File: src/rtl/tlb_cp0_unit_if.sv
// CP0 <-> TLB command bus: command handshake, CP0 register snapshots and
// the write-back strobes/data that return to CP0.
interface tlb_cp0_unit_if;
  logic        cmd_valid;
  logic [1:0]  cmd_op;
  logic        cmd_ready;
  logic [31:0] EntryHi_i;
  logic [31:0] EntryLo0_i;
  logic [31:0] EntryLo1_i;
  logic [31:0] Index_i;
  logic [31:0] Random_i;
  logic        EntryHi_Wren;
  logic        EntryLo0_Wren;
  logic        EntryLo1_Wren;
  logic        Index_Wren;
  logic        s1_found;
  logic [31:0] EntryHi_out;
  logic [31:0] EntryLo0_out;
  logic [31:0] EntryLo1_out;
  logic [31:0] Index_out;

  modport master (
    output cmd_valid, cmd_op, EntryHi_i, EntryLo0_i, EntryLo1_i, Index_i, Random_i,
    input  cmd_ready, EntryHi_Wren, EntryLo0_Wren, EntryLo1_Wren, Index_Wren, s1_found,
    input  EntryHi_out, EntryLo0_out, EntryLo1_out, Index_out
  );

  modport slave (
    input  cmd_valid, cmd_op, EntryHi_i, EntryLo0_i, EntryLo1_i, Index_i, Random_i,
    output cmd_ready, EntryHi_Wren, EntryLo0_Wren, EntryLo1_Wren, Index_Wren, s1_found,
    output EntryHi_out, EntryLo0_out, EntryLo1_out, Index_out
  );
endinterface

File: src/rtl/tlb_cp0_unit.sv
// Fully-associative joint TLB serving CP0 TLBR/TLBWI/TLBWR/TLBP commands
// plus one registered address-translation lookup port.
module tlb_cp0_unit #(
  parameter int TLBNUM = 16,
  parameter int IDX_W  = 4
) (
  input  logic               clk,
  input  logic               rst,
  tlb_cp0_unit_if.slave      cp0,
  input  logic               lk_req,
  input  logic [31:0]        lk_vaddr,
  input  logic [7:0]         lk_asid,
  output logic               lk_found,
  output logic [19:0]        lk_pfn,
  output logic [2:0]         lk_c,
  output logic               lk_d,
  output logic               lk_v
);

  typedef enum logic [1:0] {IDLE, READ, PROBE, RESP} state_t;

  localparam logic [1:0] OP_TLBR  = 2'd0;
  localparam logic [1:0] OP_TLBWI = 2'd1;
  localparam logic [1:0] OP_TLBWR = 2'd2;
  localparam logic [1:0] OP_TLBP  = 2'd3;

  state_t state, state_next;

  logic [18:0] vpn2 [TLBNUM];
  logic [7:0]  asid [TLBNUM];
  logic        g    [TLBNUM];
  logic [19:0] pfn0 [TLBNUM];
  logic [2:0]  c0   [TLBNUM];
  logic        d0   [TLBNUM];
  logic        v0   [TLBNUM];
  logic [19:0] pfn1 [TLBNUM];
  logic [2:0]  c1   [TLBNUM];
  logic        d1   [TLBNUM];
  logic        v1   [TLBNUM];

  logic              accept, do_write;
  logic [IDX_W-1:0]  wr_idx, cmd_idx;
  logic [TLBNUM-1:0] probe_match, probe_hit, lk_match;
  logic [IDX_W:0]    probe_enc, lk_enc;
  logic              resp_probe, probe_found;
  logic              unused_bits;

  // Returns {found, index} of the lowest set bit.
  function automatic logic [IDX_W:0] lowest(input logic [TLBNUM-1:0] vec);
    lowest = '0;
    for (int i = TLBNUM - 1; i >= 0; i--)
      if (vec[i]) lowest = {1'b1, IDX_W'(i)};
  endfunction

  assign cp0.cmd_ready = (state == IDLE);
  assign accept   = cp0.cmd_valid & cp0.cmd_ready;
  assign do_write = accept & ((cp0.cmd_op == OP_TLBWI) | (cp0.cmd_op == OP_TLBWR));
  assign wr_idx   = (cp0.cmd_op == OP_TLBWR) ? cp0.Random_i[IDX_W-1:0] : cp0.Index_i[IDX_W-1:0];

  assign unused_bits = ^{cp0.Index_i[31:IDX_W], cp0.Random_i[31:IDX_W], cp0.EntryHi_i[12:8],
                         cp0.EntryLo0_i[31:26], cp0.EntryLo1_i[31:26], lk_vaddr[11:0]};

  always_ff @(posedge clk) begin
    if (!rst) begin
      for (int i = 0; i < TLBNUM; i++) begin
        vpn2[i] <= '0;
        asid[i] <= '0;
        g[i]    <= 1'b0;
        pfn0[i] <= '0;
        c0[i]   <= '0;
        d0[i]   <= 1'b0;
        v0[i]   <= 1'b0;
        pfn1[i] <= '0;
        c1[i]   <= '0;
        d1[i]   <= 1'b0;
        v1[i]   <= 1'b0;
      end
    end else if (do_write) begin
      vpn2[wr_idx] <= cp0.EntryHi_i[31:13];
      asid[wr_idx] <= cp0.EntryHi_i[7:0];
      g[wr_idx]    <= cp0.EntryLo0_i[0] & cp0.EntryLo1_i[0];
      pfn0[wr_idx] <= cp0.EntryLo0_i[25:6];
      c0[wr_idx]   <= cp0.EntryLo0_i[5:3];
      d0[wr_idx]   <= cp0.EntryLo0_i[2];
      v0[wr_idx]   <= cp0.EntryLo0_i[1];
      pfn1[wr_idx] <= cp0.EntryLo1_i[25:6];
      c1[wr_idx]   <= cp0.EntryLo1_i[5:3];
      d1[wr_idx]   <= cp0.EntryLo1_i[2];
      v1[wr_idx]   <= cp0.EntryLo1_i[1];
    end
  end

  // Global entries ignore the ASID comparison.
  always_comb begin
    probe_match = '0;
    lk_match    = '0;
    for (int i = 0; i < TLBNUM; i++) begin
      probe_match[i] = (vpn2[i] == cp0.EntryHi_i[31:13]) & (g[i] | (asid[i] == cp0.EntryHi_i[7:0]));
      lk_match[i]    = (vpn2[i] == lk_vaddr[31:13]) & (g[i] | (asid[i] == lk_asid));
    end
  end

  assign probe_enc = lowest(probe_hit);
  assign lk_enc    = lowest(lk_match);

  always_ff @(posedge clk) begin
    if (!rst) state <= IDLE;
    else      state <= state_next;
  end

  always_comb begin
    state_next = state;
    case (state)
      IDLE: begin
        if (accept && cp0.cmd_op == OP_TLBR)      state_next = READ;
        else if (accept && cp0.cmd_op == OP_TLBP) state_next = PROBE;
      end
      READ:    state_next = RESP;
      PROBE:   state_next = RESP;
      RESP:    state_next = IDLE;
      default: state_next = IDLE;
    endcase
  end

  always_ff @(posedge clk) begin
    if (!rst) begin
      cmd_idx          <= '0;
      probe_hit        <= '0;
      resp_probe       <= 1'b0;
      probe_found      <= 1'b0;
      cp0.EntryHi_out  <= '0;
      cp0.EntryLo0_out <= '0;
      cp0.EntryLo1_out <= '0;
      cp0.Index_out    <= '0;
    end else begin
      if (accept) begin
        cmd_idx    <= cp0.Index_i[IDX_W-1:0];
        probe_hit  <= probe_match;
        resp_probe <= (cp0.cmd_op == OP_TLBP);
      end
      if (state == READ) begin
        cp0.EntryHi_out  <= {vpn2[cmd_idx], 5'b0, asid[cmd_idx]};
        cp0.EntryLo0_out <= {6'b0, pfn0[cmd_idx], c0[cmd_idx], d0[cmd_idx], v0[cmd_idx], g[cmd_idx]};
        cp0.EntryLo1_out <= {6'b0, pfn1[cmd_idx], c1[cmd_idx], d1[cmd_idx], v1[cmd_idx], g[cmd_idx]};
      end
      if (state == PROBE) begin
        probe_found   <= probe_enc[IDX_W];
        cp0.Index_out <= probe_enc[IDX_W] ? {{(32-IDX_W){1'b0}}, probe_enc[IDX_W-1:0]} : 32'h8000_0000;
      end
    end
  end

  assign cp0.EntryHi_Wren  = (state == RESP) & ~resp_probe;
  assign cp0.EntryLo0_Wren = (state == RESP) & ~resp_probe;
  assign cp0.EntryLo1_Wren = (state == RESP) & ~resp_probe;
  assign cp0.Index_Wren    = (state == RESP) & resp_probe;
  assign cp0.s1_found      = (state == RESP) & resp_probe & probe_found;

  // Lookup samples the array before any same-edge write lands.
  always_ff @(posedge clk) begin
    if (!rst) begin
      lk_found <= 1'b0;
      lk_pfn   <= '0;
      lk_c     <= '0;
      lk_d     <= 1'b0;
      lk_v     <= 1'b0;
    end else if (lk_req) begin
      lk_found <= lk_enc[IDX_W];
      if (!lk_enc[IDX_W]) begin
        lk_pfn <= '0;
        lk_c   <= '0;
        lk_d   <= 1'b0;
        lk_v   <= 1'b0;
      end else if (lk_vaddr[12]) begin
        lk_pfn <= pfn1[lk_enc[IDX_W-1:0]];
        lk_c   <= c1[lk_enc[IDX_W-1:0]];
        lk_d   <= d1[lk_enc[IDX_W-1:0]];
        lk_v   <= v1[lk_enc[IDX_W-1:0]];
      end else begin
        lk_pfn <= pfn0[lk_enc[IDX_W-1:0]];
        lk_c   <= c0[lk_enc[IDX_W-1:0]];
        lk_d   <= d0[lk_enc[IDX_W-1:0]];
        lk_v   <= v0[lk_enc[IDX_W-1:0]];
      end
    end else begin
      lk_found <= 1'b0;
    end
  end

endmodule

File: src/flat_wrapper.sv
// flat-port wrapper written by rule: the top's interface ports become plain ports
module tlb_cp0_unit_flat 
#(
  parameter int TLBNUM = 16,
  parameter int IDX_W  = 4
)
  (clk, rst, lk_req, lk_vaddr, lk_asid, lk_found, lk_pfn, lk_c, lk_d, lk_v, cp0_cmd_valid, cp0_cmd_op, cp0_EntryHi_i, cp0_EntryLo0_i, cp0_EntryLo1_i, cp0_Index_i, cp0_Random_i, cp0_cmd_ready, cp0_EntryHi_Wren, cp0_EntryLo0_Wren, cp0_EntryLo1_Wren, cp0_Index_Wren, cp0_s1_found, cp0_EntryHi_out, cp0_EntryLo0_out, cp0_EntryLo1_out, cp0_Index_out);
  tlb_cp0_unit_if cp0_i ();
  input  logic clk;
  input  logic rst;
  input  logic lk_req;
  input  logic [31:0] lk_vaddr;
  input  logic [7:0] lk_asid;
  output logic lk_found;
  output logic [19:0] lk_pfn;
  output logic [2:0] lk_c;
  output logic lk_d;
  output logic lk_v;
  input wire logic [$bits(cp0_i.cmd_valid)-1:0] cp0_cmd_valid;
  input wire logic [$bits(cp0_i.cmd_op)-1:0] cp0_cmd_op;
  input wire logic [$bits(cp0_i.EntryHi_i)-1:0] cp0_EntryHi_i;
  input wire logic [$bits(cp0_i.EntryLo0_i)-1:0] cp0_EntryLo0_i;
  input wire logic [$bits(cp0_i.EntryLo1_i)-1:0] cp0_EntryLo1_i;
  input wire logic [$bits(cp0_i.Index_i)-1:0] cp0_Index_i;
  input wire logic [$bits(cp0_i.Random_i)-1:0] cp0_Random_i;
  output wire logic [$bits(cp0_i.cmd_ready)-1:0] cp0_cmd_ready;
  output wire logic [$bits(cp0_i.EntryHi_Wren)-1:0] cp0_EntryHi_Wren;
  output wire logic [$bits(cp0_i.EntryLo0_Wren)-1:0] cp0_EntryLo0_Wren;
  output wire logic [$bits(cp0_i.EntryLo1_Wren)-1:0] cp0_EntryLo1_Wren;
  output wire logic [$bits(cp0_i.Index_Wren)-1:0] cp0_Index_Wren;
  output wire logic [$bits(cp0_i.s1_found)-1:0] cp0_s1_found;
  output wire logic [$bits(cp0_i.EntryHi_out)-1:0] cp0_EntryHi_out;
  output wire logic [$bits(cp0_i.EntryLo0_out)-1:0] cp0_EntryLo0_out;
  output wire logic [$bits(cp0_i.EntryLo1_out)-1:0] cp0_EntryLo1_out;
  output wire logic [$bits(cp0_i.Index_out)-1:0] cp0_Index_out;
  assign cp0_i.cmd_valid = cp0_cmd_valid;
  assign cp0_i.cmd_op = cp0_cmd_op;
  assign cp0_i.EntryHi_i = cp0_EntryHi_i;
  assign cp0_i.EntryLo0_i = cp0_EntryLo0_i;
  assign cp0_i.EntryLo1_i = cp0_EntryLo1_i;
  assign cp0_i.Index_i = cp0_Index_i;
  assign cp0_i.Random_i = cp0_Random_i;
  assign cp0_cmd_ready = cp0_i.cmd_ready;
  assign cp0_EntryHi_Wren = cp0_i.EntryHi_Wren;
  assign cp0_EntryLo0_Wren = cp0_i.EntryLo0_Wren;
  assign cp0_EntryLo1_Wren = cp0_i.EntryLo1_Wren;
  assign cp0_Index_Wren = cp0_i.Index_Wren;
  assign cp0_s1_found = cp0_i.s1_found;
  assign cp0_EntryHi_out = cp0_i.EntryHi_out;
  assign cp0_EntryLo0_out = cp0_i.EntryLo0_out;
  assign cp0_EntryLo1_out = cp0_i.EntryLo1_out;
  assign cp0_Index_out = cp0_i.Index_out;
  tlb_cp0_unit #(.TLBNUM(TLBNUM), .IDX_W(IDX_W)) u_core (.clk(clk), .rst(rst), .cp0(cp0_i), .lk_req(lk_req), .lk_vaddr(lk_vaddr), .lk_asid(lk_asid), .lk_found(lk_found), .lk_pfn(lk_pfn), .lk_c(lk_c), .lk_d(lk_d), .lk_v(lk_v));
endmodule
File: config.mk
export PLATFORM = sky130hd
export DESIGN_NAME = tlb_cp0_unit_flat
export DESIGN_NICKNAME = d
export VERILOG_FILES = /design/src/rtl/tlb_cp0_unit_if.sv /design/src/rtl/tlb_cp0_unit.sv /design/src/flat_wrapper.sv
export SDC_FILE = /design/constraint.sdc
export NUM_CORES = 2
export LEC_CHECK = 0
export BUFFER_PORTS_ARGS = -buffer_cell sky130_fd_sc_hd__buf_4
export CORE_MARGIN = 10
export CORE_UTILIZATION = 45
export CTS_CLUSTER_DIAMETER = 40
export DETAILED_ROUTE_END_ITERATION = 16
export HOLD_SLACK_MARGIN = 0.05
export SETUP_SLACK_MARGIN = 0.1
export SYNTH_ARGS = -nofsm -noshare
export SYNTH_HDL_FRONTEND = slang
export SYNTH_SLANG_ARGS = --single-unit
File: constraint.sdc
create_clock -name clk -period 14.1 [get_ports clk]
set_input_delay 2.115 -clock clk [delete_from_list [all_inputs] [get_ports clk]]
set_output_delay 2.115 -clock clk [all_outputs]
set_load 0.01 [all_outputs]
Word level (Yosys, flattened, before mapping)
Memories as Yosys holds them, arrays and structs flattened. A register that Yosys moved wholly into a read port is not among the register bits.
Cells that the tools add are included.
{ "totals": {"wordCells": 278, "mem_count": 11, "regBits": 134, "ram_bits": 1248} }
{ "memory_table": {"columns": ["name", "depth", "width", "rd", "rd_clocked_by_memory_dff", "write_ports", "line", "source"], "rows": [
  ["u_core.pfn0", 16, 20, 2, 1, 16, "tlb_cp0_unit.sv:32", "logic [19:0] pfn0 [TLBNUM];"],
  ["u_core.pfn1", 16, 20, 2, 1, 16, "tlb_cp0_unit.sv:36", "logic [19:0] pfn1 [TLBNUM];"],
  ["u_core.vpn2", 16, 19, 17, 1, 16, "tlb_cp0_unit.sv:29", "logic [18:0] vpn2 [TLBNUM];"],
  ["u_core.asid", 16, 8, 17, 1, 16, "tlb_cp0_unit.sv:30", "logic [7:0] asid [TLBNUM];"],
  ["u_core.c0", 16, 3, 2, 1, 16, "tlb_cp0_unit.sv:33", "logic [2:0] c0 [TLBNUM];"],
  ["u_core.c1", 16, 3, 2, 1, 16, "tlb_cp0_unit.sv:37", "logic [2:0] c1 [TLBNUM];"],
  ["5 more memories", null, null, null, null, null, null, null]
]} }
{ "op_classes": {"eq_ne": 71, "reduce_logical": 27, "muxes": 84, "bitwise": 72} }
{ "ops": {"columns": ["operator", "count"], "rows": [
  ["$eq A19 B19 Y1", 32],
  ["$eq A8 B8 Y1", 32],
  ["$mux W5", 32],
  ["$mux W20", 4],
  ["$mux W4", 14],
  ["$reduce_or A20 Y1", 2],
  ["$and A1 B1 Y1", 38],
  ["$or A1 B1 Y1", 33],
  ["$mux W32", 1],
  ["$mux W1", 24],
  ["$mux W19", 1],
  ["$reduce_or A19 Y1", 1],
  ["$mux W3", 4],
  ["$logic_not A1 Y1", 10],
  ["$eq A2 B2 Y1 const B", 4],
  ["$mux W8", 1],
  ["$reduce_or A8 Y1", 1],
  ["$pmux W2 S3", 1],
  ["$reduce_or A3 Y1", 2],
  ["$reduce_or A1 Y1", 5],
  ["$eq A2 B1 Y1 const B", 2],
  ["$logic_not A2 Y1", 2],
  ["$mux W2", 2],
  ["$ne A3 B3 Y1 const B", 1],
  ["other kinds (4)", 5]
]} }

Logic depth before layout (Yosys ltp)
An unclocked memory read counts as a cell.
{ "logic_depth": {"word_depth": 23, "ltp_mapped": 19, "depth_no_buf": 11} }

Worst setup path after synthesis
Ideal clock, no wire load.
{ "synth_path": {"path_kind": "in2reg", "startpoint": "input port cp0_cmd_op[0]", "endpoint": "memory u_core.asid[5][0], enable pin", "stages": 7, "arrival_time_ns": 8.230, "setup_slack_ns": 5.265, "required_time_ns": 13.495, "n_path_buf": 1, "cell_sequence": "inv_1 -> ha_1 -> clkbuf_1 -> nand2_1 -> o32ai_1 -> nand2_1 -> o21ai_0"} }
{ "synth_rtl": {"columns": ["item", "line", "source"], "rows": [
  ["from (decl)", "flat_wrapper.sv:20", "input wire logic [$bits(cp0_i.cmd_op)-1:0] cp0_cmd_op;"],
  ["to (decl)", "tlb_cp0_unit.sv:30", null]
]} }

Final worst setup path
{ "layout_path": {"startpoint": "input port lk_vaddr[30]", "endpoint": "register u_core.lk_pfn[7]"} }
{ "layout_between": {"elab_chain_cells": 21, "elab_cells_between_ends": 52} }
{ "layout_lines": {"columns": ["item", "line", "source"], "rows": [
  ["from (decl)", "flat_wrapper.sv:12", "input logic [31:0] lk_vaddr;"],
  ["$eq A19 B19 Y1", "tlb_cp0_unit.sv:99", "lk_match[i] = (vpn2[i] == lk_vaddr[31:13]) & (g[i] | (asid[i] == lk_asid));"],
  ["$and A1 B1 Y1", "tlb_cp0_unit.sv:99", null],
  ["$mux W5 (15 in series)", "tlb_cp0_unit.sv:52", "if (vec[i]) lowest = {1'b1, IDX_W'(i)};"],
  ["$mux W5 *", "tlb_cp0_unit.sv:52", null],
  ["$mem_v2 Z16 W20, on equally long branches", null, null],
  ["$mux W20", "tlb_cp0_unit.sv:174", "end else if (lk_vaddr[12]) begin"],
  ["$mux W20 *", "tlb_cp0_unit.sv:169", "if (!lk_enc[IDX_W]) begin"],
  ["to (signal assigned)", "tlb_cp0_unit.sv:175", "lk_pfn <= pfn1[lk_enc[IDX_W-1:0]];"],
  ["to (signal assigned)", "tlb_cp0_unit.sv:180", "lk_pfn <= pfn0[lk_enc[IDX_W-1:0]];"],
  ["to (decl)", "tlb_cp0_unit.sv:14", "output logic [19:0] lk_pfn,"]
]} }
Mark *: on every way between the ends. The rest lies on a longest branch, timed or not.
A chain may end at the register's enable or synchronous reset.

==> load_flow_metrics.sql <==
INSERT INTO impl_metrics (metric_group, metric, value, unit) VALUES
('run_status', 'run_status', 'completed', ''),
('final_layout', 'fill_cells', '14600', ''),
('sta', 'finalCriticalPeriod', '7.52', 'ns'),
('sta', 'final_skew', '0.0857', 'ns'),
('placement', 'dpl.cell_count', '8443', ''),
('sta', 'slew_violations', '0', ''),
('worst_setup_path', 'cp.arrival', '8.30', 'ns'),
('synth', 'synth_compound_area_share', '5.32', '%'),
('worst_setup_path', 'worstSetupStartpointType', 'primary input', ''),
('clock_network', 'postCtsResizedCells', '0', ''),
('die', 'std_cell_rows', '152', ''),
('placement', 'preCtsSetupSlack', '5.82', 'ns'),
('job', 'maxCapViolCount', '0', ''),
('worst_setup_path', 'worstPathMaxFanout', '172', ''),
('clock_network', 'cts_made_buffers', '234', ''),
('synth', 'yosys.area_share.xor_xnor', '9.70', '%'),
('clock_network', 'clock_insertion_delay_worst_skew', '0.90', 'ns'),
('global_routing', 'grt_first_pass_wirelength', '423000', 'um'),
('synth', 'yosys.cell_types.count', '59', ''),
('global_routing', 'vias_in_the_first_global_route', '55100', ''),
('sta', 'tightest_slew', '1.31', 'ns'),
('sta', 'max_slew_margin', '12.6', '%'),
('die', 'chipWidth', '436', 'um'),
('global_routing', 'global_route.usage.total', '30.7', '%'),
('die', 'die-height', '436', 'um'),
('synth', 'post_synth_and_or_nand_nor_area_fraction', '16.1', '%'),
('synth', 'post_synth_mux_area_share', '14.2', '%'),
('sta', 'grt_setup_unrepaired', 'false', ''),
('synth', 'mappedNetlistArea', '78000', 'um^2'),
('detailed_routing', 'via_per_inst', '6.34', ''),
('final_layout', 'final_net_count', '6582', ''),
('synth', 'avgSynthCellArea', '12.1', 'um^2'),
('synth', 'postSynthCellCount', '6421', ''),
('hold_path', 'min_path_type', 'reg -> reg', ''),
('synth', 'postSynth.topFlopCell', 'sky130_fd_sc_hd__edfxtp_1', ''),
('detailed_routing', 'wl', '302000', 'um'),
('sta', 'final_worst_slack', '6.58', 'ns'),
('synth', 'ys_warn_count', '0', ''),
('global_routing', 'initial_antenna_violation_count', '33', ''),
('global_routing', 'total_congestion_overflow_after_global_routing', '0', ''),
('sta', 'fin_setup_tns', '0', 'ns'),
('final_layout', 'syn_to_final_growth', '15.1', '%'),
('synth', 'synth_fa_ha_area_share', '0.112', '%'),
('placement', 'portBuffers', '236', ''),
('detailed_routing', 'avg_wl_per_cell', '33.9', 'um'),
('global_routing', 'grt_max_degree', '173', ''),
('clock_network', 'htreeDepth', '4', ''),
('detailed_routing', 'post-route-drc-count', '0', ''),
('global_routing', 'busiest_layer', 'met2', ''),
('global_routing', 'grt.met1_usage', '40.7', '%'),
('die', 'number_of_top_level_pins', '366', ''),
('detailed_routing', 'detail_route.iter0.violations', '8240', ''),
('die', 'total_die_area', '190000', 'um^2'),
('sta', 'finalHoldViolations', '0', ''),
('detailed_routing', 'antenna_violating_nets_post_route', '0', ''),
('worst_setup_path', 'cp_data_required_time', '14.88', 'ns'),
('detailed_routing', 'detailroute.via_count', '56500', ''),
('global_routing', 'gr-usage-met2', '47.0', '%'),
('detailed_routing', 'drtPass1Iterations', '6', ''),
('sta', 'post-route-period-util', '53.3', '%'),
('clock_network', 'cts_hold_repair.buffers', '0', ''),
('power', 'ir_worst_vdd', '0.132', 'mV'),
('clock_network', 'post-cts-setup-buffers', '0', ''),
('synth', 'yosys_register_bits', '1385', ''),
('clock_network', 'clk_pin_slew_worst_paths', '0.05', 'ns'),
('clock_network', 'cts_root_buf', 'sky130_fd_sc_hd__clkbuf_16', ''),
('clock_network', 'clock_path_buffers', '3', ''),
('synth', 'async_reset_ff_share', '0', '%'),
('die', 'initial_core_util', '45.4', '%'),
('sta', 'setup_viol', '0', ''),
('synth', 'synth_edf_count', '1168', ''),
('die', 'coreArea', '172000', 'um^2'),
('power', 'power.leakage', '32.5', 'nW'),
('power', 'power-per-cell-area', '141', 'nW/um^2'),
('synth', 'ys_seq_area_share', '50.5', '%'),
('clock_network', 'cts_tree', 'done', ''),
('sta', 'maximum_frequency_from_static_timing_analysis', '133', 'MHz'),
('worst_setup_path', 'nature_of_the_critical_path_endpoint', 'flop', ''),
('final_layout', 'drive_gt1_share', '18.7', '%'),
('placement', 'hpwlAfterDp', '180000', 'um'),
('global_routing', 'grt_util_met3', '7.50', '%'),
('worst_setup_path', 'criticalPathCategory', 'in -> reg', ''),
('placement', 'gpl.final_weighted_congestion', '0.923', ''),
('synth', 'synth_top_family_by_area', 'simple AND/OR/NAND/NOR gates', ''),
('clock_network', 'clock_sinks', '1385', ''),
('final_layout', 'final-instance-count-excl-fill', '8909', '');
==> worst paths after layout <==
kind | startpoint | endpoint | slack [ns] | cells past startpoint
worst min-delay path | u_core.d1[14] | u_core.d1[14] | 0.48 | 2
worst max register to register | u_core.asid[11][4] | u_core.lk_pfn[7] | 7.66 | 13
worst min register to register | u_core.d1[14] | u_core.d1[14] | 0.48 | 2
worst max-delay path | lk_vaddr[30] | u_core.lk_pfn[7] | 6.58 | 14
==> layout make-up <==
cell class | instances | area [um^2] | share of cell area [%]
Clock inverter | 184 | 2320 | 2.59
Inverter | 35 | 131 | 0.146
Antenna cell | 17 | 42.5 | 0.0474
Sequential cell | 1385 | 39400 | 43.9
Clock buffer | 265 | 6140 | 6.84
Multi-Input combinational cell | 4358 | 36100 | 40.2
Tap cell | 2310 | 2890 | 3.22
Timing Repair Buffer | 355 | 2710 | 3.02
==> cells in the final DEF (no fill, tap or decap), types with 144 or more instances in the layout <==
cell type / instances
sky130_fd_sc_hd__and2_1: 1026
sky130_fd_sc_hd__edfxtp_1: 1168
sky130_fd_sc_hd__nor4_1: 203
sky130_fd_sc_hd__clkbuf_16: 237
sky130_fd_sc_hd__and3_1: 148
sky130_fd_sc_hd__xnor2_1: 160
sky130_fd_sc_hd__nor2b_1: 144
sky130_fd_sc_hd__nand2_1: 485
sky130_fd_sc_hd__mux2i_1: 230
sky130_fd_sc_hd__mux4_2: 390
sky130_fd_sc_hd__buf_4: 351
sky130_fd_sc_hd__xor2_1: 704
sky130_fd_sc_hd__dfxtp_1: 213
==> registers in the layout, indices dropped and copies added (netlist names), 5 cells and up, named ones only <==
| name | flops |
|---|---|
| u_core.asid | 128 |
| u_core.c0 | 48 |
| u_core.c1 | 48 |
| u_core.cp0.EntryHi_out | 27 |
| u_core.cp0.EntryLo0_out | 26 |
| u_core.cp0.EntryLo1_out | 25 |
| u_core.cp0.Index_out | 5 |
| u_core.d0 | 16 |
| u_core.d1 | 16 |
| u_core.g | 16 |
| u_core.lk_pfn | 20 |
| u_core.pfn0 | 320 |
| u_core.pfn1 | 320 |
| u_core.probe_hit | 16 |
| u_core.v0 | 16 |
| u_core.v1 | 16 |
| u_core.vpn2 | 304 |
==> synth_stat cells (3+ instances only) <==
library cell | count | share of area (%)
sky130_fd_sc_hd__edfxtp_1 | 1168 | 45
sky130_fd_sc_hd__nand2_1 | 486 | 2.3
sky130_fd_sc_hd__or2_2 | 4 | 0.032
sky130_fd_sc_hd__a32oi_1 | 72 | 0.81
sky130_fd_sc_hd__a21boi_0 | 7 | 0.067
sky130_fd_sc_hd__a2111oi_0 | 14 | 0.16
sky130_fd_sc_hd__nor4_1 | 203 | 1.6
sky130_fd_sc_hd__o21ai_1 | 3 | 0.019
sky130_fd_sc_hd__nor3_1 | 11 | 0.071
sky130_fd_sc_hd__or3_1 | 3 | 0.024
sky130_fd_sc_hd__buf_6 | 10 | 0.14
sky130_fd_sc_hd__buf_2 | 87 | 0.56
sky130_fd_sc_hd__buf_4 | 62 | 0.60
sky130_fd_sc_hd__clkbuf_1 | 469 | 2.3
sky130_fd_sc_hd__xor2_1 | 704 | 7.9
sky130_fd_sc_hd__and2_1 | 1027 | 8.2
sky130_fd_sc_hd__ha_1 | 7 | 0.11
sky130_fd_sc_hd__a2111oi_1 | 9 | 0.12
sky130_fd_sc_hd__inv_1 | 35 | 0.17
sky130_fd_sc_hd__o21a_1 | 3 | 0.029
sky130_fd_sc_hd__nand4_1 | 65 | 0.52
sky130_fd_sc_hd__nor2_1 | 33 | 0.16
sky130_fd_sc_hd__or4_1 | 9 | 0.087
sky130_fd_sc_hd__dfxtp_1 | 217 | 5.6
sky130_fd_sc_hd__o21ai_0 | 103 | 0.66
sky130_fd_sc_hd__a211oi_1 | 50 | 0.48
sky130_fd_sc_hd__nand3_1 | 80 | 0.51
sky130_fd_sc_hd__mux2i_1 | 230 | 3.0
sky130_fd_sc_hd__nor3b_1 | 3 | 0.029
sky130_fd_sc_hd__nor2b_1 | 145 | 1.2
sky130_fd_sc_hd__mux4_2 | 390 | 11
sky130_fd_sc_hd__xnor2_1 | 160 | 1.8
sky130_fd_sc_hd__a22oi_1 | 55 | 0.53
sky130_fd_sc_hd__a31oi_1 | 3 | 0.024
sky130_fd_sc_hd__buf_1 | 58 | 0.28
sky130_fd_sc_hd__o211ai_1 | 25 | 0.24
sky130_fd_sc_hd__and3_1 | 149 | 1.2
sky130_fd_sc_hd__a221oi_1 | 97 | 1.1
sky130_fd_sc_hd__a21oi_1 | 137 | 0.88
==> power by group <==
group          switching [mW]  total, mW  internal, mW
combinational            1.04       1.73         0.695
sequential              0.194       4.82          4.63
clock                    2.29       6.08          3.80
total                    3.52       12.6          9.12
==> through the flow <==
| step | power, mW | hold WS [ns] | area, um^2 | utilization (%) |
|---|---|---|---|---|
| 2_1_floorplan | 5.93 | 0.441 | 78200 | - |
| 3_3_place_gp | 6.59 | 0.455 | 81200 | 47.3 |
| 3_5_place_dp | 6.61 | 0.465 | 81200 | 47.3 |
| 4_1_cts | 12.7 | 0.473 | 89700 | 52.2 |
| 5_1_grt | 12.9 | 0.505 | 89700 | 52.2 |
| 6_report | 12.6 | 0.475 | 89700 | 52.2 |
==> worst max-delay path, cell delays in order <==
cell and delay, ns:
sky130_fd_sc_hd__buf_4 0.39, sky130_fd_sc_hd__xor2_1 0.13, sky130_fd_sc_hd__nor4_1 0.55, sky130_fd_sc_hd__nand4_1 0.21, sky130_fd_sc_hd__nor3_1 0.62, sky130_fd_sc_hd__a21oi_1 0.15, sky130_fd_sc_hd__nor2_4 0.50, sky130_fd_sc_hd__buf_4 0.50
sky130_fd_sc_hd__a21o_4 0.63, sky130_fd_sc_hd__buf_12 0.71, sky130_fd_sc_hd__mux2i_1 0.23, sky130_fd_sc_hd__a2111oi_2 0.85, sky130_fd_sc_hd__a22oi_1 0.20, sky130_fd_sc_hd__o211ai_1 0.21
==> per-layer routing <==
| metal | part of all wire (%) | wire length, um |
|---|---|---|
| met2 | 45 | 136000 |
| met3 | 11 | 34000 |
| met4 | 5.2 | 15800 |
| met1 | 38 | 116000 |
| met5 | 0.070 | 211 |
==> cells by family (layout without fill, tap and decap cells) <==
logic type      after synthesis  in the layout
compound gates              597            597
xor+xnor                    864            864
fa+ha+maj                     7              7
buf+inv                     721            839
flops                      1385           1385
mux                         620            620
other cells                   1             61
simple gates               2226           2226
No activity file was read; power rests on OpenSTA's default activity.
